[src/rtl/ctl_trigger_pkg.sv]
// Shared state encoding and widths for the multi-player light-gun trigger controller.
package ctl_trigger_pkg;

    typedef enum logic [1:0] {
        ST_IDLE,
        ST_SETTLE,
        ST_SAMPLE,
        ST_COOLDOWN
    } trig_state_t;

    localparam int AMMO_W      = 4;
    localparam int FRAME_CNT_W = 8;
    localparam int DEB_CNT_W   = 10;

    // Terminal value of an up-counter that must see `frames` new_frame pulses.
    function automatic logic [FRAME_CNT_W-1:0] last_count(input int frames);
        return (frames > 0) ? FRAME_CNT_W'(frames - 1) : '0;
    endfunction

endpackage

[src/rtl/trigger_channel.sv]
// One player channel: trigger conditioning, shot/settle/sample/cooldown sequencing and ammo.
// Define CTL_TRIGGER_MP_DEBOUNCE_EN to filter the trigger level over DEB_CYCLES samples.
module trigger_channel
    import ctl_trigger_pkg::*;
#(
    parameter int SETTLE_FRAMES   = 10,
    parameter int COOLDOWN_FRAMES = 4,
    parameter int AMMO_MAX        = 3,
    parameter int DEB_CYCLES      = 16
) (
    input  logic              clk,
    input  logic              rst,
    input  logic              new_frame,
    input  logic              gun_sel,
    input  logic              gun_trigger,
    input  logic              gun_photodetector,
    input  logic              mouse_on_target,
    input  logic              mouse_left,
    input  logic              reload,
    output logic              shot_fired,
    output logic              hit,
    output logic              miss,
    output logic              dry_fire,
    output logic              busy,
    output logic [AMMO_W-1:0] ammo
);

    localparam logic [AMMO_W-1:0]      AMMO_FULL   = AMMO_W'(AMMO_MAX);
    localparam logic [FRAME_CNT_W-1:0] SETTLE_LAST = last_count(SETTLE_FRAMES);
    localparam logic [FRAME_CNT_W-1:0] COOL_LAST   = last_count(COOLDOWN_FRAMES);

    logic trig_meta;
    logic trig_sync;
    logic raw_level;
    logic trig_level;
    logic trig_prev;
    logic shot_event;
    logic detector;
    logic sel_changed;
    logic gun_sel_q;

    trig_state_t            state;
    logic [FRAME_CNT_W-1:0] frame_cnt;

    // The gun trigger is active-low and asynchronous, so both flops reset to "released".
    always_ff @(posedge clk or posedge rst) begin
        if (rst) begin
            trig_meta <= 1'b1;
            trig_sync <= 1'b1;
        end else begin
            trig_meta <= gun_trigger;
            trig_sync <= trig_meta;
        end
    end

    assign raw_level = gun_sel ? ~trig_sync : mouse_left;

`ifdef CTL_TRIGGER_MP_DEBOUNCE_EN
    localparam logic [DEB_CNT_W-1:0] DEB_LAST = DEB_CNT_W'(DEB_CYCLES - 1);

    logic                 deb_level;
    logic [DEB_CNT_W-1:0] deb_cnt;

    always_ff @(posedge clk or posedge rst) begin
        if (rst) begin
            deb_level <= 1'b0;
            deb_cnt   <= '0;
        end else if (raw_level == deb_level) begin
            deb_cnt <= '0;
        end else if (deb_cnt == DEB_LAST) begin
            deb_level <= raw_level;
            deb_cnt   <= '0;
        end else begin
            deb_cnt <= deb_cnt + DEB_CNT_W'(1);
        end
    end

    assign trig_level = deb_level;
`else
    localparam int unused_deb_cycles = DEB_CYCLES;

    assign trig_level = raw_level;
`endif

    always_ff @(posedge clk or posedge rst) begin
        if (rst) trig_prev <= 1'b0;
        else     trig_prev <= trig_level;
    end

    // A shot is the release of the trigger, not the press.
    assign shot_event  = trig_prev & ~trig_level;
    assign detector    = gun_sel ? gun_photodetector : mouse_on_target;
    assign sel_changed = gun_sel != gun_sel_q;
    assign busy        = (state != ST_IDLE);

    always_ff @(posedge clk or posedge rst) begin
        if (rst) begin
            state      <= ST_IDLE;
            frame_cnt  <= '0;
            ammo       <= AMMO_FULL;
            gun_sel_q  <= 1'b0;
            shot_fired <= 1'b0;
            hit        <= 1'b0;
            miss       <= 1'b0;
            dry_fire   <= 1'b0;
        end else begin
            shot_fired <= 1'b0;
            hit        <= 1'b0;
            miss       <= 1'b0;
            dry_fire   <= 1'b0;
            gun_sel_q  <= gun_sel;
            if (reload)
                ammo <= AMMO_FULL;
            case (state)
                ST_IDLE: begin
                    if (shot_event) begin
                        if (ammo != '0) begin
                            shot_fired <= 1'b1;
                            ammo       <= (reload ? AMMO_FULL : ammo) - AMMO_W'(1);
                            frame_cnt  <= '0;
                            state      <= ST_SETTLE;
                        end else begin
                            dry_fire <= 1'b1;
                        end
                    end
                end
                ST_SETTLE: begin
                    if (sel_changed) begin
                        frame_cnt <= '0;
                        state     <= ST_IDLE;
                    end else if (SETTLE_FRAMES == 0 || (new_frame && frame_cnt == SETTLE_LAST)) begin
                        frame_cnt <= '0;
                        state     <= ST_SAMPLE;
                    end else if (new_frame) begin
                        frame_cnt <= frame_cnt + FRAME_CNT_W'(1);
                    end
                end
                ST_SAMPLE: begin
                    if (sel_changed) begin
                        state <= ST_IDLE;
                    end else begin
                        hit       <= detector;
                        miss      <= ~detector;
                        frame_cnt <= '0;
                        state     <= ST_COOLDOWN;
                    end
                end
                ST_COOLDOWN: begin
                    if (COOLDOWN_FRAMES == 0 || (new_frame && frame_cnt == COOL_LAST)) begin
                        frame_cnt <= '0;
                        state     <= ST_IDLE;
                    end else if (new_frame) begin
                        frame_cnt <= frame_cnt + FRAME_CNT_W'(1);
                    end
                end
                default: state <= ST_IDLE;
            endcase
        end
    end

endmodule

[src/rtl/ctl_trigger_mp.sv]
// Multi-player trigger controller: N_CH fully independent trigger_channel instances.
// Optional trigger debounce is enabled with CTL_TRIGGER_MP_DEBOUNCE_EN.
module ctl_trigger_mp
    import ctl_trigger_pkg::*;
#(
    parameter int N_CH            = 2,
    parameter int SETTLE_FRAMES   = 10,
    parameter int COOLDOWN_FRAMES = 4,
    parameter int AMMO_MAX        = 3,
    parameter int DEB_CYCLES      = 16
) (
    input  logic                         clk,
    input  logic                         rst,
    input  logic                         new_frame,
    input  logic [N_CH-1:0]              gun_is_connected,
    input  logic [N_CH-1:0]              gun_trigger,
    input  logic [N_CH-1:0]              gun_photodetector,
    input  logic [N_CH-1:0]              mouse_on_target,
    input  logic [N_CH-1:0]              mouse_left,
    input  logic [N_CH-1:0]              reload,
    output logic [N_CH-1:0]              shot_fired,
    output logic [N_CH-1:0]              hit,
    output logic [N_CH-1:0]              miss,
    output logic [N_CH-1:0]              dry_fire,
    output logic [N_CH-1:0]              busy,
    output logic [N_CH-1:0][AMMO_W-1:0]  ammo
);

    for (genvar i = 0; i < N_CH; i++) begin : g_ch
        trigger_channel #(
            .SETTLE_FRAMES   (SETTLE_FRAMES),
            .COOLDOWN_FRAMES (COOLDOWN_FRAMES),
            .AMMO_MAX        (AMMO_MAX),
            .DEB_CYCLES      (DEB_CYCLES)
        ) u_channel (
            .clk               (clk),
            .rst               (rst),
            .new_frame         (new_frame),
            .gun_sel           (gun_is_connected[i]),
            .gun_trigger       (gun_trigger[i]),
            .gun_photodetector (gun_photodetector[i]),
            .mouse_on_target   (mouse_on_target[i]),
            .mouse_left        (mouse_left[i]),
            .reload            (reload[i]),
            .shot_fired        (shot_fired[i]),
            .hit               (hit[i]),
            .miss              (miss[i]),
            .dry_fire          (dry_fire[i]),
            .busy              (busy[i]),
            .ammo              (ammo[i])
        );
    end

endmodule
[config.mk]
export PLATFORM = sky130hd
export DESIGN_NAME = ctl_trigger_mp
export DESIGN_NICKNAME = d
export VERILOG_FILES = /design/src/rtl/ctl_trigger_pkg.sv /design/src/rtl/trigger_channel.sv /design/src/rtl/ctl_trigger_mp.sv
export SDC_FILE = /design/constraint.sdc
export NUM_CORES = 1
export LEC_CHECK = 0
export CORE_AREA = 4 4 70 72
export DETAILED_ROUTE_END_ITERATION = 6
export DIE_AREA = 0 0 74 76
export PLACE_DENSITY_LB_ADDON = 0.3
export REMOVE_ABC_BUFFERS = 1
export SLEW_MARGIN = 20
export SYNTH_ARGS = -nofsm -noshare
export SYNTH_HDL_FRONTEND = slang
export SYNTH_SLANG_ARGS = --single-unit
[constraint.sdc]
create_clock -name clk -period 2.34 [get_ports clk]
set_input_delay 0.468 -clock clk [delete_from_list [all_inputs] [get_ports clk]]
set_output_delay 0.468 -clock clk [all_outputs]
set_load 0.1 [all_outputs]
==> impl_summary.log <==
INFO  metric routed_via_density = 5.394
INFO  metric die_w = 74 um
INFO  metric cts_hold_repair.buffers = 0
INFO  metric numCtsBuffers = 5
INFO  metric antenna_found_initial = 0
INFO  metric critPathCaptureType = flip-flop
INFO  metric post_synth_instance_area = 2242 sq um
INFO  metric synth_seq_area_share = 49.55%
INFO  metric final_layout_size_suffix_gt1_share = 23.64%
INFO  metric routabilityCongestion = roughly 0.8
INFO  metric finalMaxSlewViolations = 0
INFO  metric worstRegToRegCells = 5
INFO  metric critical_path.reg2reg.endpoint = g_ch[1].u_channel.frame_cnt[6]
INFO  metric die_area = 5624 sq um
INFO  metric period_minus_slack = 2074 ps
INFO  metric cap_viol_max_count = 0
INFO  metric initialDrtViolationCount = 98
INFO  metric io_pins = 33
INFO  metric drt_wl_total = 4083 um
INFO  metric grt_max_degree = 45
INFO  metric fp.dieH = 76 um
INFO  metric ys_dominant_reg_cell = dfrtp_1
INFO  metric yosysWarningCount = 0
INFO  metric clock_tree.root_cell = clkbuf_8
INFO  metric port_buffers = 32
INFO  metric post-place-cells = about 300
INFO  metric detail-route-antenna-nets = 0
INFO  metric async_reset_ff_share = 100.0%
INFO  metric number_of_enable_flip_flop_cells_after_synthesis = 0
INFO  metric worst_min_delay_path_category = reg2reg
INFO  metric p_per_area = 721.1 nW/um^2
INFO  metric post_cts.repair.setup_buffers = 0
INFO  metric critical_path_required = 2520 ps
INFO  metric placementRows = 24
INFO  metric tightestPinTransition = 598.1 ps
INFO  metric first_global_vias = ~1,700
INFO  metric drcViolationCount = 0
INFO  metric finalNonFillerCells = 310
INFO  metric setup.reg_to_reg.worst_slack = 290 ps
INFO  metric r2r_start = g_ch[1].u_channel.frame_cnt[3]
INFO  metric insertedDiodeCount = 0
INFO  metric syn_to_final_growth = 19.36%
INFO  metric final_min_period_over_clock_period = 88.63%
INFO  metric worst-setup-path-type = in2reg
INFO  metric top_cells_by_area_in_the_synthesized_netlist = dfrtp_1, dfstp_2, buf_4
INFO  metric yosys.area.top_type_share = between 40% and 50%
INFO  metric clkTransAtPathRegs = 80 ps
INFO  metric synth-seq-cells = 44
INFO  metric run_status = completed
INFO  metric synth.largest_area_cell = dfrtp_1
INFO  metric cellLeakagePower = around 0.0013 uW
INFO  metric worst-path-max-fanout = 13
INFO  metric global_route_wire_length_before_repair = ~7000 um
INFO  metric wl_per_cell = 13.17 um
INFO  metric worstHoldEndpoint = g_ch[1].u_channel.trig_sync
INFO  metric hp-start = g_ch[1].u_channel.trig_meta
INFO  metric cts_tree = built
INFO  metric worst_slack = ~270 ps
INFO  metric synthesized_area_divided_by_synthesized_cell_count = 10.15 sq um
INFO  metric post_dp_cell_area = 2569 sq um
INFO  metric fin_total_pwr = approximately 1900 uW
INFO  metric global_route.overflow_total = 0
INFO  metric final_cell_area = 2676 sq um
INFO  metric grtUsageTotal = 15.65%
INFO  metric detailroute.via_count = 1,672
INFO  metric finalSetupTns = 0 ps
INFO  metric clk_path_buf_depth = 2
INFO  metric layout.cells.most_common = dfrtp_1
INFO  metric power.ir.vdd_worst = roughly 0.5 mV
INFO  metric worstPathArrival = 2260 ps
INFO  metric rsz0062_at_grt = no
INFO  metric core_region_area = 4294 sq um
INFO  metric setup_viol = 0
INFO  metric maxClockFrequency = between 400 and 500 MHz
INFO  metric syn-instance-count = 221
INFO  metric detailed_place_hpwl = 3007 um
INFO  metric cts-htree-levels = 2
INFO  metric clock_sink_count = between 40 and 50
INFO  metric initial_utilization = between 50% and 60%
INFO  metric relSlewSlack = between 50% and 60%
INFO  metric fin_worst_skew = 7.184 ps
INFO  metric min_delay_path_depth = 0
INFO  metric mostFrequentLayoutCells = dfrtp_1, buf_4, nor2_1, nand2_1, clkdlybuf4s50_1
INFO  metric first_pass_iters = 4
INFO  metric dp_slack = -61.20 ps
INFO  metric nets = roughly 280
INFO  metric timing_hold_violations_final = 0
INFO  metric synthDistinctLibCells = 48
INFO  metric crit_path_start_kind = input pin
INFO  metric clk_latency = 290 ps
INFO  metric cts_resized = 0
## per-stage QoR
step	utilization (%)	hold WS, ps
2_1_floorplan	-	345.2
3_3_place_gp	59.82	347.6
3_5_place_dp	59.82	349.1
4_1_cts	62.33	361.8
5_1_grt	62.33	368.2
6_report	62.33	360.0
## worst max-delay path by stage
| stage | startpoint | end | slack, ps | depth (start not counted) |
|---|---|---|---|---|
| floorplan | g_ch[1].u_channel.ammo[2] | g_ch[1].u_channel.frame_cnt[6] | 100 | 4 |
| global placement | new_frame | g_ch[1].u_channel.frame_cnt[6] | 50 | 6 |
| detailed placement | new_frame | g_ch[1].u_channel.frame_cnt[6] | -60 | 6 |
| CTS | new_frame | g_ch[1].u_channel.frame_cnt[6] | 270 | 6 |
| global route | new_frame | g_ch[1].u_channel.frame_cnt[6] | 50 | 6 |
| finish | new_frame | g_ch[1].u_channel.frame_cnt[6] | 270 | 6 |
## cell usage after synthesis, types with 2 or more instances
| library cell | instances |
|---|---|
| and2_1 | 2 |
| a31o_2 | 2 |
| a21oi_1 | 10 |
| a21o_1 | 4 |
| a21bo_2 | 4 |
| nor3_1 | 4 |
| nand3_1 | 7 |
| and4_1 | 3 |
| a31oi_1 | 10 |
| nor3b_1 | 4 |
| o211ai_1 | 2 |
| nor2_1 | 18 |
| clkbuf_1 | 2 |
| ha_1 | 6 |
| dfrtp_1 | 36 |
| nand2_1 | 14 |
| o2bb2ai_1 | 2 |
| buf_4 | 10 |
| dfstp_2 | 8 |
| nand2b_1 | 8 |
| or2b_1 | 3 |
| buf_2 | 2 |
| inv_1 | 11 |
| and3_1 | 2 |
| or2_2 | 6 |
| a21boi_0 | 2 |
| mux2i_1 | 4 |
| xnor2_1 | 4 |
| nor2b_1 | 2 |
| nor4_1 | 6 |
| o21ai_0 | 5 |
| o31ai_1 | 2 |
## layer usage
layer	share of wire (%)	vias to the layer above	routed length [um]	GRT usage (%)
met2	47	28	1920	25.89
met3	4.3	4	177	4.090
met5	0	-	0	0
met1	48	789	1949	20.44
met4	0.86	0	35	3.261
li1	-	851	-	-
## critical path: stages
cell and delay (ps):
clkdlybuf4s50_1 620, nand2_1 160, o311ai_2 370, o21ai_2 230, a21bo_2 240, a22o_1 170
## cells by family (layout without fill, tap and decap cells)
| logic type | count (synthesis) | count (layout) | share of synthesized area [%] |
|---|---|---|---|
| simple gates | 83 | 83 | 20.15 |
| compound gates | 53 | 53 | 16.74 |
| flops | 44 | 44 | 49.55 |
| buf+inv | 26 | 63 | 6.473 |
| fa+ha+maj | 6 | 6 | 3.348 |
| xor+xnor | 5 | 5 | 1.953 |
| mux | 4 | 4 | 1.786 |
## power by group
part / leakage (uW) / switching (uW) / internal [uW] / total, uW
Clock: 0.0000552 / 250 / 317 / 567
Sequential: 0.000573 / 45.6 / 817 / 863
Combinational: 0.000622 / 328 / 172 / 500
## state kept, by name, summed over array words and instances, names as in the netlist
register and count:
g_ch.u_channel.ammo 8, g_ch.u_channel.dry_fire 2, g_ch.u_channel.frame_cnt 16, g_ch.u_channel.gun_sel_q 2
g_ch.u_channel.hit 2, g_ch.u_channel.miss 2, g_ch.u_channel.shot_fired 2, g_ch.u_channel.state 4
g_ch.u_channel.trig_meta 2, g_ch.u_channel.trig_prev 2, g_ch.u_channel.trig_sync 2
## layout make-up
type / instances / area, sq um
clock inverter: 2 / 35.03
timing repair buffer: 44 / 365.4
fill: 363 / 1618
multi-input combinational: 151 / 985.9
sequential: 44 / 1111
tap: 52 / 65.06
inverter: 11 / 41.29
clock buffer: 6 / 72.57
(Power assumes the default switching activity.)
